===== src/rtl/riscv_pkg.sv =====
// Shared pipeline types for the memory stage.
// Bus FSM states, funct3 access codes, result-select codes.
package riscv_pkg;

    typedef enum logic [1:0] {
        IDLE,
        ADDR,
        RESP
    } mem_state_t;

    localparam logic [2:0] F3_B  = 3'b000;
    localparam logic [2:0] F3_H  = 3'b001;
    localparam logic [2:0] F3_W  = 3'b010;
    localparam logic [2:0] F3_BU = 3'b100;
    localparam logic [2:0] F3_HU = 3'b101;

    localparam logic [1:0] RS_ALU = 2'b00;
    localparam logic [1:0] RS_MEM = 2'b01;
    localparam logic [1:0] RS_PC4 = 2'b10;

endpackage


===== src/rtl/lsu_align.sv =====
// Byte-lane steering for stores, extraction/extension for loads,
// and detection of misaligned or illegal accesses.
module lsu_align
    import riscv_pkg::*;
(
    input  logic [2:0]  funct3_i,
    input  logic [1:0]  off_i,
    input  logic        store_i,
    input  logic        load_i,
    input  logic [31:0] wd_i,
    input  logic [31:0] rdata_i,
    output logic [3:0]  be_o,
    output logic [31:0] wdata_o,
    output logic [31:0] ldata_o,
    output logic        err_o
);

    logic [31:0] shifted;
    logic        illegal;
    logic        misal;

    assign shifted = rdata_i >> {off_i, 3'b000};

    always_comb begin
        be_o    = 4'b0000;
        wdata_o = wd_i;
        ldata_o = '0;
        illegal = 1'b0;
        misal   = 1'b0;
        case (funct3_i)
            F3_B: begin
                be_o    = 4'b0001 << off_i;
                wdata_o = {4{wd_i[7:0]}};
                ldata_o = {{24{shifted[7]}}, shifted[7:0]};
            end
            F3_H: begin
                be_o    = 4'b0011 << off_i;
                wdata_o = {2{wd_i[15:0]}};
                ldata_o = {{16{shifted[15]}}, shifted[15:0]};
                misal   = off_i[0];
            end
            F3_W: begin
                be_o    = 4'b1111;
                ldata_o = shifted;
                misal   = |off_i;
            end
            F3_BU: begin
                ldata_o = {24'd0, shifted[7:0]};
                illegal = store_i;
            end
            F3_HU: begin
                ldata_o = {16'd0, shifted[15:0]};
                misal   = off_i[0];
                illegal = store_i;
            end
            default: illegal = 1'b1;
        endcase
        // Loads always fetch the whole word.
        if (!store_i) be_o = 4'b0000;
        err_o = (store_i | load_i) & (illegal | misal);
    end

endmodule


===== src/rtl/memory_cycle.sv =====
// Memory stage: drives the data bus for loads/stores, stalls while
// an access is outstanding, and feeds the MEM/WB register.
module memory_cycle
    import riscv_pkg::*;
#(
    parameter int unsigned TIMEOUT_CYCLES = 0
) (
    input  logic        clk,
    input  logic        rst,
    input  logic        regwriteM,
    input  logic [1:0]  resultsrcM,
    input  logic        memwriteM,
    input  logic [2:0]  funct3M,
    input  logic [31:0] aluresultM,
    input  logic [31:0] writedataM,
    input  logic [31:0] pcplus4M,
    input  logic [4:0]  rdM,
    output logic        dreq_valid,
    input  logic        dreq_ready,
    output logic        dreq_we,
    output logic [31:0] dreq_addr,
    output logic [31:0] dreq_wdata,
    output logic [3:0]  dreq_be,
    input  logic        dresp_valid,
    input  logic [31:0] dresp_rdata,
    output logic        stallM,
    output logic        errM,
    output logic        regwriteW,
    output logic [1:0]  resultsrcW,
    output logic [31:0] aluresultW,
    output logic [31:0] readdataW,
    output logic [31:0] pcplus4W,
    output logic [4:0]  rdW
);

    localparam logic [31:0] TO_LAST = 32'(TIMEOUT_CYCLES) - 32'd1;

    mem_state_t  state_q;
    logic [31:0] cnt_q;

    logic        is_st;
    logic        is_ld;
    logic        acc;
    logic        err;
    logic        bad;
    logic        req;
    logic        hs;
    logic        rsp;
    logic        tmo;
    logic        done;
    logic [31:0] ldata;

    assign is_st = memwriteM;
    assign is_ld = (resultsrcM == RS_MEM) & ~memwriteM;
    assign acc   = is_st | is_ld;

    lsu_align u_align (
        .funct3_i (funct3M),
        .off_i    (aluresultM[1:0]),
        .store_i  (is_st),
        .load_i   (is_ld),
        .wd_i     (writedataM),
        .rdata_i  (dresp_rdata),
        .be_o     (dreq_be),
        .wdata_o  (dreq_wdata),
        .ldata_o  (ldata),
        .err_o    (err)
    );

    assign bad = (state_q == IDLE) & acc & err;
    assign req = ((state_q == IDLE) & acc & ~err) | (state_q == ADDR);
    assign hs  = req & dreq_ready;
    assign rsp = (state_q == RESP) & dresp_valid;

    // Abort on the last allowed wait cycle that made no progress.
    assign tmo = (TIMEOUT_CYCLES != 0)
               & ((state_q == ADDR) | (state_q == RESP))
               & ~hs & ~rsp & (cnt_q == TO_LAST);

    assign done = (hs & is_st) | rsp | tmo;

    assign dreq_valid = req;
    assign dreq_we    = memwriteM;
    assign dreq_addr  = {aluresultM[31:2], 2'b00};
    assign stallM     = acc & ~err & ~done;

    always_ff @(posedge clk) begin
        if (rst) begin
            state_q    <= IDLE;
            cnt_q      <= '0;
            errM       <= 1'b0;
            regwriteW  <= 1'b0;
            resultsrcW <= RS_ALU;
            aluresultW <= '0;
            readdataW  <= '0;
            pcplus4W   <= '0;
            rdW        <= '0;
        end else begin
            errM <= bad | tmo;

            case (state_q)
                IDLE: begin
                    cnt_q <= '0;
                    if (acc && !err) begin
                        if (!hs)        state_q <= ADDR;
                        else if (is_ld) state_q <= RESP;
                    end
                end
                ADDR: begin
                    if (hs) begin
                        cnt_q   <= '0;
                        state_q <= is_st ? IDLE : RESP;
                    end else if (tmo) begin
                        state_q <= IDLE;
                    end else begin
                        cnt_q <= cnt_q + 32'd1;
                    end
                end
                RESP: begin
                    if (rsp || tmo) state_q <= IDLE;
                    else            cnt_q   <= cnt_q + 32'd1;
                end
                default: state_q <= IDLE;
            endcase

            if (stallM) begin
                regwriteW  <= 1'b0;
                resultsrcW <= RS_ALU;
                aluresultW <= '0;
                readdataW  <= '0;
                pcplus4W   <= '0;
                rdW        <= '0;
            end else begin
                regwriteW  <= regwriteM & ~bad & ~tmo;
                resultsrcW <= resultsrcM;
                aluresultW <= aluresultM;
                readdataW  <= rsp ? ldata : 32'd0;
                pcplus4W   <= pcplus4M;
                rdW        <= rdM;
            end
        end
    end

endmodule


===== config.mk =====
export PLATFORM = sky130hd
export DESIGN_NAME = memory_cycle
export DESIGN_NICKNAME = d
export VERILOG_FILES = /design/src/rtl/riscv_pkg.sv /design/src/rtl/lsu_align.sv /design/src/rtl/memory_cycle.sv
export SDC_FILE = /design/constraint.sdc
export NUM_CORES = 1
export LEC_CHECK = 0
export ABC_AREA = 1
export BUFFER_PORTS_ARGS = -buffer_cell sky130_fd_sc_hd__buf_2
export CAP_MARGIN = 20
export CORE_MARGIN = 2
export CORE_UTILIZATION = 30
export DETAILED_ROUTE_END_ITERATION = 10
export SYNTH_ARGS = -nofsm -noshare
export SYNTH_HDL_FRONTEND = slang
export SYNTH_SLANG_ARGS = --single-unit

===== constraint.sdc =====
create_clock -name clk -period 1.6 [get_ports clk]
set_clock_uncertainty 0.15 [all_clocks]
set_input_delay 0.32 -clock clk [delete_from_list [all_inputs] [get_ports clk]]
set_output_delay 0.32 -clock clk [all_outputs]
set_load 0.05 [all_outputs]

======== Word-level counts from Yosys, hierarchy flattened ========
Index checks and enable logic that the tools add are counted.
storage, ports and cells
  bits in registers ....................... 107
operators by class
  eq/ne operators ......................... 11
  shifts and indexed selects .............. 3
  mux-type cells .......................... 13
  bitwise logic cells ..................... 20
  reductions and logical operators ........ 11
operators by type and width
  cell                                                                     number
  32-bit case mux with 5 select lines                                      1
  32-bit case mux with 2 select lines                                      1
  32-bit by 5-bit >> shifter with 32-bit output                            1
  2-bit two-way mux                                                        6
  4-bit case mux with 3 select lines                                       1
  1-bit AND                                                                11
  2-bit OR reduction                                                       4
  3-bit equality test, second input constant                               2
  2-bit case mux with 3 select lines                                       1
  3-bit OR reduction                                                       2
  1-bit NOT                                                                5
  2-bit by 1-bit equality test with 1-bit output, second input constant    2
  4-bit two-way mux                                                        1
  2-bit inequality test, second input constant                             2
  1-bit OR                                                                 4
  1-bit case mux with 2 select lines                                       2
  4-bit AND reduction                                                      1
  1-bit by 2-bit left shift with 4-bit output, first input constant        1
  2-bit by 2-bit left shift with 4-bit output, first input constant        1
  3-bit by 1-bit equality test with 1-bit output, second input constant    1
  3-bit by 2-bit equality test with 1-bit output, second input constant    1
  3-bit logical NOT                                                        1
  3-bit by 2-bit inequality test with 1-bit output, second input constant  1
  2-bit equality test, second input constant                               1
  other kinds (4)                                                          4

======== Logic depth before layout (Yosys ltp) ========
Gate-level depths: netlist of the first run.
  word-level depth ........................ 14
  mapped depth ............................ 11
  gate-level depth less buffers ........... 11

======== Hierarchy ========
Synthesis of the first run repeated with hierarchy kept, for this count alone.
unflattened totals
  cell total of the unflattened synthesis .. 670
  area, all modules ....................... 5068.6 um^2
by module, submodules not included
  module        times used  cells each  area each (um^2)  seq. area each (um^2)
  memory_cycle  1           395         3598.5            2142.1
  lsu_align     1           275         1470.2            0.0

======== Least setup slack after synthesis of the first run ========
Ideal clock, no wire load.
  path type ............................... input -> output
  start point ............................. input funct3M[1]
  end point ............................... output dreq_wdata[23]
  arrival ................................. 2.126 ns
  setup slack ............................. -0.996 ns
  stages .................................. 8
  buffers on the path ..................... 1
  cell sequence ........................... inv_2 -> nand2_1 -> nor2_1 -> inv_1 -> buf_4 -> nand2_1 -> inv_2 -> o21ai_0
on the way
  cells in the longest elaborated chain, start to end .. 2
ends and longest elaborated chain
  element                                                                                     RTL line            source
  start, declared                                                                             memory_cycle.sv:13  input logic [2:0] funct3M,
  3-bit by 1-bit equality test with 1-bit output / 3-bit logical NOT (equally long branches)  lsu_align.sv:30     case (funct3_i)
  32-bit case mux with 2 select lines (*)                                                     lsu_align.sv:30
  end, declared                                                                               memory_cycle.sv:22  output logic [31:0] dreq_wdata,
Every way passes the cells marked *; elsewhere a longest branch is shown, timed or not.

======== Final worst setup path of the first run ========
  start point ............................. input funct3M[1]
  end point ............................... output dreq_wdata[15]
The elaborated chain is that of the path after synthesis.

==> metrics.csv, run 1 <==
stage,metric,value,unit
floorplan,core area,15800,um^2
min_path,HP Start,pcplus4M[29],
route,DRT Pass-1 Iters,4,
route,vias post-DR,5045,
synthesis,Post-Syn Area,4810,um^2
pwr,Peak supply drop,507,uV
synthesis,Synth cell types,33,
critical_path,crit path kind,in2out,
clock_tree,H-tree Lvls,3,
floorplan,Die Area,17100,um^2
floorplan,Die H,131,um
critical_path,Setup crit end kind,primary output,
global_routing,number of global-route vias before repair,4617,
synthesis,number of synthesized flops with an enable pin,0,
synthesis,syn avg cell area,7.68,um^2
synthesis,post-synth top area share,0.445,
placed_design,dpl cell area,7090,um^2
layout,number of diodes,0,
critical_path,CP Launch Point,funct3M[1],
pwr,Power Density,1030,nW/um^2
placed_design,Final HPWL DP,12400,um
layout,Post-Layout Inst Area,8150,um^2
sta,final period demand of the worst path,1.87,ns
pwr,Leak,4.43,nW
layout,share of post-route cells with drive strength above 1,0.592,
sta,period utilization,1.17,
route,Top Layer Used,met4,
critical_path,worst r2r src,state_q[1],
route,# DRC,0,
global_routing,antenna violations before repair,0,
flow_run,Max-Cap Viols,0,
route,Routed Antenna Nets,0,
layout,Area Overhead vs Synth,69.5,%
clock_tree,CTS tree,done,
clock_tree,Worst-Skew Late Latency,0.35,ns
sta,final hold violation count,0,
global_routing,total congestion overflow,0,
critical_path,WP data required,1.13,ns
placed_design,GP Congestion,0.844,
sta,setup_tns,-6.75,ns
synthesis,Yosys reg bits,107,
clock_tree,Clock Tree Buf Depth,2,
route,met1 wire length,6320,um
route,DR iter-0 viols,214,
floorplan,row count,46,
global_routing,Total Routing Usage GR,0.180,
global_routing,largest net degree at the start of global routing,35,
synthesis,Async SR Flop Fraction,0,
clock_tree,clock tree root buffer cell,clkbuf_16,
layout,final net count,1103,
synthesis,top cell type by total area after synthesis,dfxtp_1,
clock_tree,# clock sinks,107,
synthesis,Mapped Cells,626,
floorplan,Top Ports,320,
clock_tree,total CTS buffers,9,
floorplan,Initial Util,0.305,
placed_design,Buffers on Ports,317,
synthesis,Syn. warnings,0,
sta,RSZ-0062 raised after global routing,yes,
sta,fin worst setup slack,-0.265,ns
min_path,Hold Crit Class,in2reg,
synthesis,Area contributors post-synth,"dfxtp_1 (45%), nand2_1 (9.4%), inv_1 (8.7%)",
route,Met2 Wirelength,8410,um
sta,hold_ws,0.0189,ns
sta,Fmax,536,MHz
critical_path,crit path launch type,input port,
route,vias per cell,4.28,
synthesis,"Seq/Total Area, Yosys",0.445,
route,routed len/inst,13.9,um
route,metal3 WL,1310,um
critical_path,CP max FO,5,
sta,fin. max-slew vios,0,
clock_tree,"Reg clk slew, reported paths",0.08,ns
synthesis,ys flop type,dfxtp_1,
sta,# setup viols final,30,
outcome,outcome,"finished, violations left",
floorplan,Die Wd,131,um
outcome,failing checks,setup timing,
global_routing,first-pass GRT wire length,23700,um
route,final WL,16400,um
critical_path,crit path DAT,1.40,ns
final timing paths:
path | end | slack [ns] | cells after the start
worst max-delay path | dreq_wdata[15] | -0.27 | 11
worst min register to register | state_q[1] | 0.38 | 2
worst max register to register | readdataW[8] | 0.10 | 7
worst min-delay path | pcplus4W[29] | 0.02 | 3
registers in the layout (all words and copies together), names as in the netlist:
signal,cells
rdW,5
state_q,2
errM,1
pcplus4W,32
readdataW,32
regwriteW,1
aluresultW,32
resultsrcW,2
cells in the final DEF, fill, tap and decap left out, types with 4 or more instances in the layout:
master / instances
a311oi_1: 5
a21oi_1: 26
clkbuf_16: 9
inv_1: 99
nor2_1: 30
nand2_4: 34
o21ai_2: 13
inv_2: 15
nor2_4: 14
o21bai_1: 7
nand2_1: 85
buf_2: 284
buf_8: 19
buf_12: 14
dfxtp_1: 106
o21ai_0: 15
buf_6: 21
nor2_2: 60
nand3_1: 9
a21oi_4: 5
o21ai_4: 8
nand3_4: 4
buf_4: 43
inv_6: 5
final cells by class:
| type | instances | area, um^2 |
|---|---|---|
| flip-flops and latches | 107 | 2140 |
| clock buffers | 9 | 225 |
| repair buffers | 384 | 2630 |
| repair inverters | 1 | 3.75 |
| clock inverters | 7 | 73.8 |
| well taps | 216 | 270 |
| multi-input cells | 338 | 2320 |
| inverters | 118 | 485 |
| fillers | 1536 | 7620 |
worst max-delay path: stages:
cell     delay [ns]
buf_12         0.11
inv_16         0.05
nand2_4        0.05
nor2_4         0.12
inv_6          0.07
buf_4          0.13
buf_6          0.11
o22ai_4        0.10
inv_2          0.09
o21ai_4        0.06
buf_6          0.17
Yosys cell counts, types with 7 or more instances:
| library cell | number |
|---|---|
| inv_1 | 112 |
| nor2_2 | 61 |
| a21oi_1 | 32 |
| o21bai_1 | 7 |
| nand2_1 | 121 |
| nor2_4 | 11 |
| nor2_1 | 32 |
| buf_4 | 44 |
| buf_6 | 7 |
| nand3_1 | 11 |
| o21ai_0 | 36 |
| clkbuf_1 | 8 |
| dfxtp_1 | 107 |
| a311oi_1 | 7 |
power breakdown:
part | switching [mW] | internal, mW
sequential | 0.0589 | 2.86
clock | 1.11 | 1.12
combinational | 2.18 | 1.10
total | 3.35 | 5.09
kinds of logic (layout without fill, tap and decap cells):
family                 after synthesis  count (layout)  share of synthesized area
AND/OR/NAND/NOR                    248             248                      0.263
buffers and inverters              182             519                      0.189
flip-flops                         107             107                      0.445
AO/OA/AOI/OAI                       88              88                      0.103
other                                1               2                   0.000780
metrics by stage:
| stage | util | power, mW | worst slack (ns) | cells |
|---|---|---|---|---|
| 2_1_floorplan | - | 5.07 | -0.155 | 627 |
| 3_3_place_gp | 0.449 | 5.86 | -0.469 | 1149 |
| 3_5_place_dp | 0.449 | 5.87 | -0.507 | 1149 |
| 4_1_cts | 0.512 | 8.44 | -0.250 | 1179 |
| 5_1_grt | 0.517 | 8.83 | -0.315 | 1180 |
| 6_report | 0.517 | 8.43 | -0.265 | 1180 |
repair_timing:
item,in CTS,in global routing
endpoints found under the hold margin,0,0
pin swaps,13,3
setup endpoints to repair,32,48
setup buffers,11,2
gates resized for setup,159,22
hold buffers,0,0
cloned,4,0
metal layers:
layer | vias up | track usage
met4 | 0 | 0.0688
met3 | 25 | 0.0456
met2 | 223 | 0.319
met5 | - | 0
li1 | 2506 | -
met1 | 2291 | 0.208
Power figures use the tool's default switching activity.
==> inputs of run 2 (changes only) <==
Clock period 1.6 ns to 2.2 ns, I/O delays scaled along.
==> run 2 against run 1 <==
Count of clock-buffer cells in the layout did not move. Via count decreased by 3.7%. Largest power group is now registers. Wire length is 8.9% lower. Sequential share of layout area grew 3.7 points. Cell count shrank 2.2%. Sequential power fell by 27%. The run now ends clean. Global-route usage is 1.5 points lower. Largest cell class is now registers. Register-to-register slack better by 0.41 ns.
==> metrics.csv, run 2 (synthesis results as in run 1) <==
stage,metric,value,unit
outcome,outcome,finished clean,
critical_path,crit path DAT,1.57,ns
global_routing,first-pass GRT wire length,21700,um
clock_tree,Worst-Skew Late Latency,0.35,ns
route,# DRC,0,
route,routed len/inst,12.9,um
layout,"commonest non-fill, non-tap cell in the layout",buf_2,
global_routing,largest net degree at the start of global routing,29,
critical_path,Setup crit end kind,primary output,
clock_tree,total CTS buffers,9,
clock_tree,# clock sinks,107,
route,Routed Antenna Nets,0,
floorplan,Die Wd,131,um
sta,Fmax,463,MHz
route,final WL,14900,um
floorplan,Initial Util,0.305,
clock_tree,CTS tree,done,
floorplan,Top Ports,320,
clock_tree,Clock Tree Buf Depth,2,
pwr,Power Density,807,nW/um^2
placed_design,Placed Cells,1137,
clock_tree,H-tree Lvls,3,
clock_tree,"Reg clk slew, reported paths",0.08,ns
global_routing,antenna violations before repair,0,
route,vias post-DR,4857,
global_routing,total congestion overflow,0,
critical_path,crit path launch type,input port,
clock_tree,hold_buf cts,0,
placed_design,Buffers on Ports,317,
placed_design,GP Congestion,0.856,
route,DRT Pass-1 Iters,4,
route,DR iter-0 viols,231,
pwr,Peak supply drop,512,uV
floorplan,Die H,131,um
placed_design,Final HPWL DP,12200,um
layout,Area Overhead vs Synth,48.6,%
layout,top flop regs,"aluresultW x32, pcplus4W x32, readdataW x32",
sta,final period demand of the worst path,2.16,ns
layout,fill cell count,1638,
sta,final hold violation count,0,
floorplan,row count,46,
layout,final net count,1077,
sta,# setup viols final,0,
floorplan,Die Area,17100,um^2
clock_tree,clock tree root buffer cell,clkbuf_16,
sta,fin. max-slew vios,0,
global_routing,Total Routing Usage GR,0.165,
layout,"commonest non-fill, non-tap cells in the layout","buf_2 (287), inv_1 (111), nand2_1 (111), dfxtp_1 (107), nor2_2 (63)",
layout,share of post-route cells with drive strength above 1,0.517,
critical_path,CP max FO,6,
sta,hold_ws,0.138,ns
pwr,Leak,4.07,nW
sta,RSZ-0062 raised after global routing,yes,
layout,number of diodes,0,
route,vias per cell,4.21,
flow_run,Max-Cap Viols,0,
critical_path,WP data required,1.61,ns
sta,period utilization,0.983,
layout,Non-Filler Instances,1154,
floorplan,core area,15800,um^2
global_routing,number of global-route vias before repair,4396,
critical_path,crit path kind,in2out,
min_path,Hold Crit Class,in2reg,
## run 2: final cells by class
cell class	instances	area, um^2	area share
Timing Repair Buffer	359	2130	0.298
Tap cell	216	270	0.0378
Multi-Input combinational cell	338	1850	0.259
Clock inverter	7	77.6	0.0109
Clock buffer	9	225	0.0315
Inverter	118	445	0.0623
Sequential cell	107	2140	0.300
## run 2: through the flow
stage	total power [mW]	worst slack, ns	utilization	TNS (ns)	instance area (um^2)
global route	6.06	-0.0416	0.453	-0.330	7150
CTS	5.79	-0.00301	0.445	-0.00301	7010
global placement	4.10	-0.0746	0.422	-0.444	6650
detailed placement	4.11	-0.103	0.422	-0.787	6650
finish	5.77	0.0381	0.453	0	7150
floorplan	3.60	-0.237	-	-1.97	4860
## run 2: final timing paths
kind / endpoint / depth (start not counted) / slack (ns) / start
worst min-delay path: pcplus4W[30] / 3 / 0.14 / pcplus4M[30]
worst max-delay path: dreq_be[2] / 8 / 0.04 / funct3M[0]
worst min register to register: state_q[1] / 2 / 0.40 / state_q[1]
worst max register to register: readdataW[1] / 7 / 0.51 / state_q[0]
## run 2: timing repair
action                                  CTS  global route
endpoints found under the setup margin   25            30
pin swaps                                 0             1
resized for setup                        20            48
gates cloned                              0             0
setup buffers                             0             1
## run 2: critical path: stages
cell and delay [ns]:
buf_2 0.12, nor2_2 0.15, nand2_1 0.12, nand2_1 0.10
buf_4 0.17, nand3_1 0.11, a21oi_2 0.17, buf_6 0.18
## run 2: routing by layer
| layer | GRT usage | wire, um | up-vias | part of all wire |
|---|---|---|---|---|
| met5 | 0 | 0 | - | 0 |
| met4 | 0.0507 | 185 | 0 | 0.012 |
| met1 | 0.187 | 5730 | 2183 | 0.38 |
| met3 | 0.0448 | 1320 | 13 | 0.089 |
| li1 | - | - | 2453 | - |
| met2 | 0.302 | 7690 | 208 | 0.52 |
## run 2: power breakdown
part | switching, mW | total, mW | leakage, nW | internal [mW]
Combinational | 1.42 | 1.99 | 3.05 | 0.574
Sequential | 0.0516 | 2.13 | 0.879 | 2.08
Clock | 0.822 | 1.64 | 0.147 | 0.818
Total | 2.29 | 5.77 | 4.07 | 3.47
